===== src/rtl/ex_pkg.sv =====
// rtl/ex_pkg.sv - shared opcodes, FSM encoding and helpers for the execute stage
//
// Purpose: 4-bit aluop encodings, multiply/divide FSM state encoding and the
//          is_muldiv() classifier shared by ex_stage_md and muldiv_iter.
// Ports:   none (package).

package ex_pkg;

  // Single-cycle ALU operations
  localparam logic [3:0] OP_ADD   = 4'h0;
  localparam logic [3:0] OP_SUB   = 4'h1;
  localparam logic [3:0] OP_AND   = 4'h2;
  localparam logic [3:0] OP_OR    = 4'h3;
  localparam logic [3:0] OP_XOR   = 4'h4;
  localparam logic [3:0] OP_SLL   = 4'h5;
  localparam logic [3:0] OP_SRL   = 4'h6;
  localparam logic [3:0] OP_SRA   = 4'h7;
  localparam logic [3:0] OP_SLT   = 4'h8;
  localparam logic [3:0] OP_SLTU  = 4'h9;

  // Iterative multiply/divide operations
  localparam logic [3:0] OP_MUL   = 4'hA;
  localparam logic [3:0] OP_MULHU = 4'hB;
  localparam logic [3:0] OP_DIV   = 4'hC;
  localparam logic [3:0] OP_DIVU  = 4'hD;
  localparam logic [3:0] OP_REM   = 4'hE;
  localparam logic [3:0] OP_REMU  = 4'hF;

  // Multiply/divide FSM encoding
  localparam logic [1:0] S_IDLE = 2'd0;
  localparam logic [1:0] S_RUN  = 2'd1;
  localparam logic [1:0] S_DONE = 2'd2;

  function automatic logic is_muldiv(input logic [3:0] op);
    return op >= OP_MUL;
  endfunction

endpackage


===== src/rtl/muldiv_iter.sv =====
// rtl/muldiv_iter.sv - iterative shift-add multiplier / restoring divider
//
// Purpose: one multiply or divide step per cycle over N RUN cycles.
// Ports:
//   clk, rst       clock, synchronous active-high reset
//   en             pipeline advance; releases DONE back to IDLE
//   start          valid mul/div instruction present in EX
//   abort          kill the operation in flight (pipeline flush)
//   op             aluop of the instruction (A..F)
//   a, b           forwarded operands, latched on IDLE->RUN
//   busy           stall request: detect cycle or RUN
//   done           FSM in DONE, result valid
//   result         final, sign-corrected result

module muldiv_iter #(
  parameter int N = 32
) (
  input  logic         clk,
  input  logic         rst,
  input  logic         en,
  input  logic         start,
  input  logic         abort,
  input  logic [3:0]   op,
  input  logic [N-1:0] a,
  input  logic [N-1:0] b,
  output logic         busy,
  output logic         done,
  output logic [N-1:0] result
);
  import ex_pkg::*;

  localparam int CW = $clog2(N);

  logic [1:0]    state;
  logic [CW-1:0] cnt;
  logic [3:0]    op_q;
  // hi:lo is the product for multiply, remainder:quotient for divide.
  // m_q is the multiplicand or the divisor magnitude.
  logic [N-1:0]  hi, lo, m_q;
  logic          qneg, rneg, dz;

  logic          op_div, op_sdiv, run_div;
  logic [N-1:0]  a_mag, b_mag;
  logic [N:0]    mul_sum, div_shift, div_diff;

  always_comb begin
    op_div    = op >= OP_DIV;
    op_sdiv   = (op == OP_DIV) || (op == OP_REM);
    a_mag     = (op_sdiv && a[N-1]) ? -a : a;
    b_mag     = (op_sdiv && b[N-1]) ? -b : b;
    run_div   = op_q >= OP_DIV;
    mul_sum   = {1'b0, hi} + (lo[0] ? {1'b0, m_q} : {(N+1){1'b0}});
    div_shift = {hi, lo[N-1]};
    // Bit N set means the trial subtraction went negative: restore.
    div_diff  = div_shift - {1'b0, m_q};
  end

  always_ff @(posedge clk) begin
    if (rst) begin
      state <= S_IDLE;
      cnt   <= '0;
      op_q  <= '0;
      hi    <= '0;
      lo    <= '0;
      m_q   <= '0;
      qneg  <= 1'b0;
      rneg  <= 1'b0;
      dz    <= 1'b0;
    end else if (abort) begin
      state <= S_IDLE;
    end else begin
      case (state)
        S_IDLE: begin
          if (start) begin
            state <= S_RUN;
            cnt   <= CW'(N - 1);
            op_q  <= op;
            hi    <= '0;
            lo    <= op_div ? a_mag : b;
            m_q   <= op_div ? b_mag : a;
            qneg  <= op_sdiv && (a[N-1] ^ b[N-1]);
            rneg  <= op_sdiv && a[N-1];
            dz    <= (b == '0);
          end
        end
        S_RUN: begin
          if (run_div) begin
            if (!div_diff[N]) begin
              hi <= div_diff[N-1:0];
              lo <= {lo[N-2:0], 1'b1};
            end else begin
              hi <= div_shift[N-1:0];
              lo <= {lo[N-2:0], 1'b0};
            end
          end else begin
            {hi, lo} <= {mul_sum, lo[N-1:1]};
          end
          if (cnt == '0) state <= S_DONE;
          else           cnt   <= cnt - 1'b1;
        end
        S_DONE: begin
          if (en) state <= S_IDLE;
        end
        default: state <= S_IDLE;
      endcase
    end
  end

  // Sign fix-up happens here, on the magnitudes left by the datapath.
  // Divide-by-zero leaves quotient all ones and remainder = |dividend|,
  // so only the signed quotient needs an explicit override.
  always_comb begin
    case (op_q)
      OP_MULHU: result = hi;
      OP_DIV:   result = dz ? '1 : (qneg ? -lo : lo);
      OP_REM:   result = rneg ? -hi : hi;
      OP_REMU:  result = hi;
      default:  result = lo;
    endcase
  end

  assign busy = ((state == S_IDLE) && start) || (state == S_RUN);
  assign done = (state == S_DONE);

endmodule


===== src/rtl/ex_stage_md.sv =====
// rtl/ex_stage_md.sv - execute stage with forwarding, ALU and iterative mul/div
//
// Purpose: forwards rs1/rs2 from EX/MEM and MEM/WB, runs the single-cycle ALU
//          or muldiv_iter, and drives the EX/MEM pipeline register.
// Ports:
//   clk, rst, en, flush       clock, sync reset, pipeline advance, kill EX
//   id_*                      ID/EX control bits, aluop, data and addresses
//   wb_regwrite/rd_add/data   MEM/WB writeback path for forwarding
//   ex_busy                   stall request while mul/div occupies EX
//   exmem_*                   EX/MEM register outputs

module ex_stage_md #(
  parameter int N  = 32,
  parameter int RA = 5
) (
  input  logic          clk,
  input  logic          rst,
  input  logic          en,
  input  logic          flush,
  input  logic          id_valid,
  input  logic          id_regwrite,
  input  logic          id_memread,
  input  logic          id_memwrite,
  input  logic          id_memtoreg,
  input  logic          id_alusrc,
  input  logic [3:0]    id_aluop,
  input  logic [N-1:0]  id_rs1_data,
  input  logic [N-1:0]  id_rs2_data,
  input  logic [N-1:0]  id_imm,
  input  logic [RA-1:0] id_rs1_add,
  input  logic [RA-1:0] id_rs2_add,
  input  logic [RA-1:0] id_rd_add,
  input  logic          wb_regwrite,
  input  logic [RA-1:0] wb_rd_add,
  input  logic [N-1:0]  wb_data,
  output logic          ex_busy,
  output logic          exmem_valid,
  output logic          exmem_regwrite,
  output logic          exmem_memread,
  output logic          exmem_memwrite,
  output logic          exmem_memtoreg,
  output logic [N-1:0]  exmem_result,
  output logic [N-1:0]  exmem_store_data,
  output logic [RA-1:0] exmem_rd_add
);
  import ex_pkg::*;

  localparam int SW = $clog2(N);

  logic [N-1:0]  fwd_rs1, fwd_rs2, op_a, op_b, alu_result, md_result;
  logic [SW-1:0] shamt;
  logic          md_done;

  // EX/MEM wins over MEM/WB because it holds the younger value.
  always_comb begin
    fwd_rs1 = id_rs1_data;
    if (exmem_valid && exmem_regwrite && (id_rs1_add != '0) && (id_rs1_add == exmem_rd_add))
      fwd_rs1 = exmem_result;
    else if (wb_regwrite && (id_rs1_add != '0) && (id_rs1_add == wb_rd_add))
      fwd_rs1 = wb_data;

    fwd_rs2 = id_rs2_data;
    if (exmem_valid && exmem_regwrite && (id_rs2_add != '0) && (id_rs2_add == exmem_rd_add))
      fwd_rs2 = exmem_result;
    else if (wb_regwrite && (id_rs2_add != '0) && (id_rs2_add == wb_rd_add))
      fwd_rs2 = wb_data;

    op_a  = fwd_rs1;
    op_b  = id_alusrc ? id_imm : fwd_rs2;
    shamt = op_b[SW-1:0];
  end

  always_comb begin
    case (id_aluop)
      OP_ADD:  alu_result = op_a + op_b;
      OP_SUB:  alu_result = op_a - op_b;
      OP_AND:  alu_result = op_a & op_b;
      OP_OR:   alu_result = op_a | op_b;
      OP_XOR:  alu_result = op_a ^ op_b;
      OP_SLL:  alu_result = op_a << shamt;
      OP_SRL:  alu_result = op_a >> shamt;
      OP_SRA:  alu_result = $signed(op_a) >>> shamt;
      OP_SLT:  alu_result = {{(N-1){1'b0}}, ($signed(op_a) < $signed(op_b))};
      OP_SLTU: alu_result = {{(N-1){1'b0}}, (op_a < op_b)};
      default: alu_result = '0;
    endcase
  end

  muldiv_iter #(.N(N)) u_muldiv (
    .clk    (clk),
    .rst    (rst),
    .en     (en),
    .start  (id_valid && is_muldiv(id_aluop)),
    .abort  (flush),
    .op     (id_aluop),
    .a      (op_a),
    .b      (op_b),
    .busy   (ex_busy),
    .done   (md_done),
    .result (md_result)
  );

  always_ff @(posedge clk) begin
    if (rst) begin
      exmem_valid      <= 1'b0;
      exmem_regwrite   <= 1'b0;
      exmem_memread    <= 1'b0;
      exmem_memwrite   <= 1'b0;
      exmem_memtoreg   <= 1'b0;
      exmem_result     <= '0;
      exmem_store_data <= '0;
      exmem_rd_add     <= '0;
    end else if (flush || (en && ex_busy)) begin
      // Bubble: control cleared, data left as is.
      exmem_valid    <= 1'b0;
      exmem_regwrite <= 1'b0;
      exmem_memread  <= 1'b0;
      exmem_memwrite <= 1'b0;
      exmem_memtoreg <= 1'b0;
    end else if (en) begin
      exmem_valid      <= id_valid;
      exmem_regwrite   <= id_regwrite;
      exmem_memread    <= id_memread;
      exmem_memwrite   <= id_memwrite;
      exmem_memtoreg   <= id_memtoreg;
      exmem_result     <= md_done ? md_result : alu_result;
      exmem_store_data <= fwd_rs2;
      exmem_rd_add     <= id_rd_add;
    end
  end

endmodule


===== config.mk =====
export PLATFORM = sky130hd
export DESIGN_NAME = ex_stage_md
export DESIGN_NICKNAME = d
export VERILOG_FILES = /design/src/rtl/ex_pkg.sv /design/src/rtl/muldiv_iter.sv /design/src/rtl/ex_stage_md.sv
export SDC_FILE = /design/constraint.sdc
export NUM_CORES = 2
export LEC_CHECK = 0
export CAP_MARGIN = 30
export CORE_ASPECT_RATIO = 0.9
export CORE_MARGIN = 4
export CORE_UTILIZATION = 50
export CTS_BUF_LIST = sky130_fd_sc_hd__clkbuf_4
export DETAILED_ROUTE_END_ITERATION = 6
export HOLD_SLACK_MARGIN = 0.02
export PLACE_DENSITY = 0.71
export SLEW_MARGIN = 10
export SYNTH_ARGS = -nofsm -noshare
export SYNTH_HDL_FRONTEND = slang
export SYNTH_SLANG_ARGS = --single-unit

===== constraint.sdc =====
create_clock -name clk -period 17.2 [get_ports clk]
set_clock_uncertainty 0.15 [all_clocks]
set_input_delay 3.44 -clock clk [delete_from_list [all_inputs] [get_ports clk]]
set_output_delay 3.44 -clock clk [all_outputs]
set_load 0.01 [all_outputs]

==> results.sh <==
export IMPL_grt_max_degree=66
export IMPL_dpl_cell_area_um2=29200
export IMPL_grt_pass1_vias=29492
export IMPL_hp_start="exmem_store_data[21]"
export IMPL_power_total_mw=1.57
export IMPL_final_max_slew_viol_count=0
export IMPL_path_max_fanout=12
export IMPL_synth_main_ff_cell="dfxtp_1"
export IMPL_period_minus_slack_ns=9.82
export IMPL_vias_per_cell=7.13
export IMPL_grt_first_pass_wirelength_um=202000
export IMPL_power_leakage_nw=11.4
export IMPL_dp_hpwl_um=110000
export IMPL_grt_antenna_before_repair=8
export IMPL_h_tree_depth=4
export IMPL_hold_viol=0
export IMPL_avgRoutedWirePerCell_um=31.2
export IMPL_post_place_ws_ns=6.66
export IMPL_fillCellCount=5095
export IMPL_setup_violations=0
export IMPL_root_buffer="clkbuf_4"
export IMPL_hold_end="exmem_store_data[21]"
export IMPL_final_period_utilization=0.571
export IMPL_die_w_um=249
export IMPL_wl_um=142000
export IMPL_path_clk_slew_ns=0.16
export IMPL_ys_seq_area_frac=0.141
export IMPL_syn_num_nets=4102
export IMPL_crit_path_end_kind="output pin"
export IMPL_tightest_slew_ns=1.33
export IMPL_design_area_um2=29500
export IMPL_grt_util_all_layers=0.480
export IMPL_rsz0062_at_grt="no"
export IMPL_drc=20
export IMPL_area_growth_pct=12.7
export IMPL_power_density_nw_per_um2=53.2
export IMPL_failed_checks="DRC"
export IMPL_fin_nets=4190
export IMPL_post_cts_buffers=0
export IMPL_peakVddDrop_uv=51.3
export IMPL_start_util=0.506
export IMPL_cts_tree="built"
export IMPL_ff2ff_path_depth=19
export IMPL_timing_critical_path_required_ns=13.61
export IMPL_yosys_top_cells_area="dfxtp_1, ha_1, mux2i_1"
export IMPL_synthCells=3765
export IMPL_ant_nets=0
export IMPL_worstSetupStartpointType="input port"
export IMPL_status="complete, but fails checks"
export IMPL_fp_coreArea_um2=51700
export IMPL_grt_overflow_total=0
export IMPL_synth_enable_flop_cells=0
export IMPL_gp_congestion=1.08
export IMPL_synth_top_area_cell="dfxtp_1"
export IMPL_synth_area_um2=26200
export IMPL_dieArea_um2=56100
export IMPL_ys_ff_latch=184
export IMPL_rows=79
export IMPL_synth_cell_types=104
export IMPL_cts_hold_buffers=0
export IMPL_drt_first_pass_iters=7
export IMPL_cts_buffers_inserted=17
export IMPL_relSlewSlack=0.113
export IMPL_portBuffers=237
export IMPL_layout_drive_gt1_share=0.0691
export IMPL_vias=32522
export IMPL_post_cts_resized=0
export IMPL_io_pins=238
export IMPL_critPathKind="in2out"
export IMPL_fin_setup_tns_ns=0
export IMPL_clock_path_buffers=2
export IMPL_yosysTopAreaCellShare=0.141
export IMPL_reg2reg_setup_slack_ns=9.89
export IMPL_cp_arrival_ns=6.23
export IMPL_die_h_um=225
export IMPL_hold_depth=2
export IMPL_synthArstFlopShare=0
export IMPL_drv_cap=0
export IMPL_rr_endpoint="exmem_result[28]"
export IMPL_hold_path_class="reg2reg"
export IMPL_yosys_warnings=0
export IMPL_clock_sinks=184
export IMPL_clock_fmax_ghz=0.102
export IMPL_fin_ws_ns=7.38
export IMPL_syn_area_per_cell_um2=6.95
export IMPL_clock_latency_ns=0.85
export IMPL_initialDrtViolationCount=4624
export IMPL_r2r_start="exmem_valid"
[routing by layer]
metal,share of wire,track usage,vias up,wire length (um)
met5,0.00027,0,-,39
met4,0.095,0.356,6,13500
met3,0.13,0.154,665,18700
met2,0.41,0.728,2613,58700
met1,0.36,0.570,15034,51100
li1,-,-,14204,-
[cell usage after synthesis, types with 43 or more instances]
master,n
nand2_1,387
a21oi_1,365
nor2_1,349
o21ai_0,236
clkbuf_1,217
mux2i_1,194
dfxtp_1,184
ha_1,170
inv_1,147
xnor2_1,103
nand3_1,99
a211oi_1,96
nor3_1,88
a21o_1,73
o211ai_1,53
a31oi_1,46
o31ai_1,46
o22ai_1,43
[layout make-up]
class / instances / area [um2] / share of cell area
clock buffer: 20 / 150 / 0.00509
timing repair buffer: 358 / 3270 / 0.111
sequential: 184 / 3680 / 0.125
clock inverter: 11 / 138 / 0.00467
antenna: 7 / 17.5 / 0.000594
inverter: 164 / 616 / 0.0209
multi-input combinational: 3128 / 20800 / 0.704
tap: 688 / 861 / 0.0292
[cell usage in the layout, fill, tap and decap left out, types with 82 or more instances in the layout]
cell             Yosys  final
a211oi_1            96     96
a21oi_1            365    364
buf_4               12    118
clkdlybuf4s50_1      0    236
dfxtp_1            184    184
ha_1               170    170
inv_1              147    147
mux2i_1            194    192
nand2_1            387    384
nand3_1             99     99
nor2_1             349    345
nor3_1              88     82
o21ai_0            236    236
xnor2_1            103    103
[worst max-delay path, cell delays in order]
cell,delay [ns]
clkdlybuf4s50_1,1.00
nor2_1,0.14
nor2b_1,0.42
a21oi_1,0.19
nor2_1,0.37
clkdlybuf4s50_1,0.64
[kinds of logic after synthesis]
logic type      share of synthesized area
flops                               0.141
buf+inv                            0.0706
simple gates                        0.216
fa+ha+maj                          0.0843
mux                                0.0869
xor+xnor                           0.0482
compound gates                      0.354
[state kept, by name, indices dropped and copies added (netlist names), 2 cells and up]
name / cells
exmem_rd_add: 5
exmem_result: 32
u_muldiv.hi: 32
u_muldiv.cnt: 5
exmem_store_data: 32
u_muldiv.m_q: 32
u_muldiv.lo: 32
u_muldiv.state: 2
u_muldiv.op_q: 4
[per-stage QoR]
| step | hold WS (ns) | instances | utilization |
|---|---|---|---|
| after floorplan | 0.306 | 3765 | - |
| after global routing | 0.331 | 4558 | 0.571 |
| after detailed placement | 0.298 | 4516 | 0.564 |
| after CTS | 0.317 | 4547 | 0.569 |
| after global placement | 0.291 | 4511 | 0.563 |
| final | 0.316 | 4560 | 0.571 |
[power breakdown]
group | switching (mW) | leakage, nW | internal [mW]
clock | 0.192 | 0.154 | 0.0933
sequential | 0.0291 | 1.50 | 0.445
combinational | 0.529 | 9.72 | 0.282
total | 0.750 | 11.4 | 0.820
[worst max path at each step]
stage | startpoint | to | cells past startpoint
after global placement | wb_rd_add[0] | exmem_result[29] | 19
final | id_aluop[2] | ex_busy | 6
after global routing | id_rs2_add[0] | exmem_result[30] | 21
after detailed placement | wb_rd_add[0] | exmem_result[29] | 19
after floorplan | id_rs2_add[1] | exmem_result[30] | 23
after CTS | id_aluop[2] | ex_busy | 6
Power figures use the tool's default switching activity.
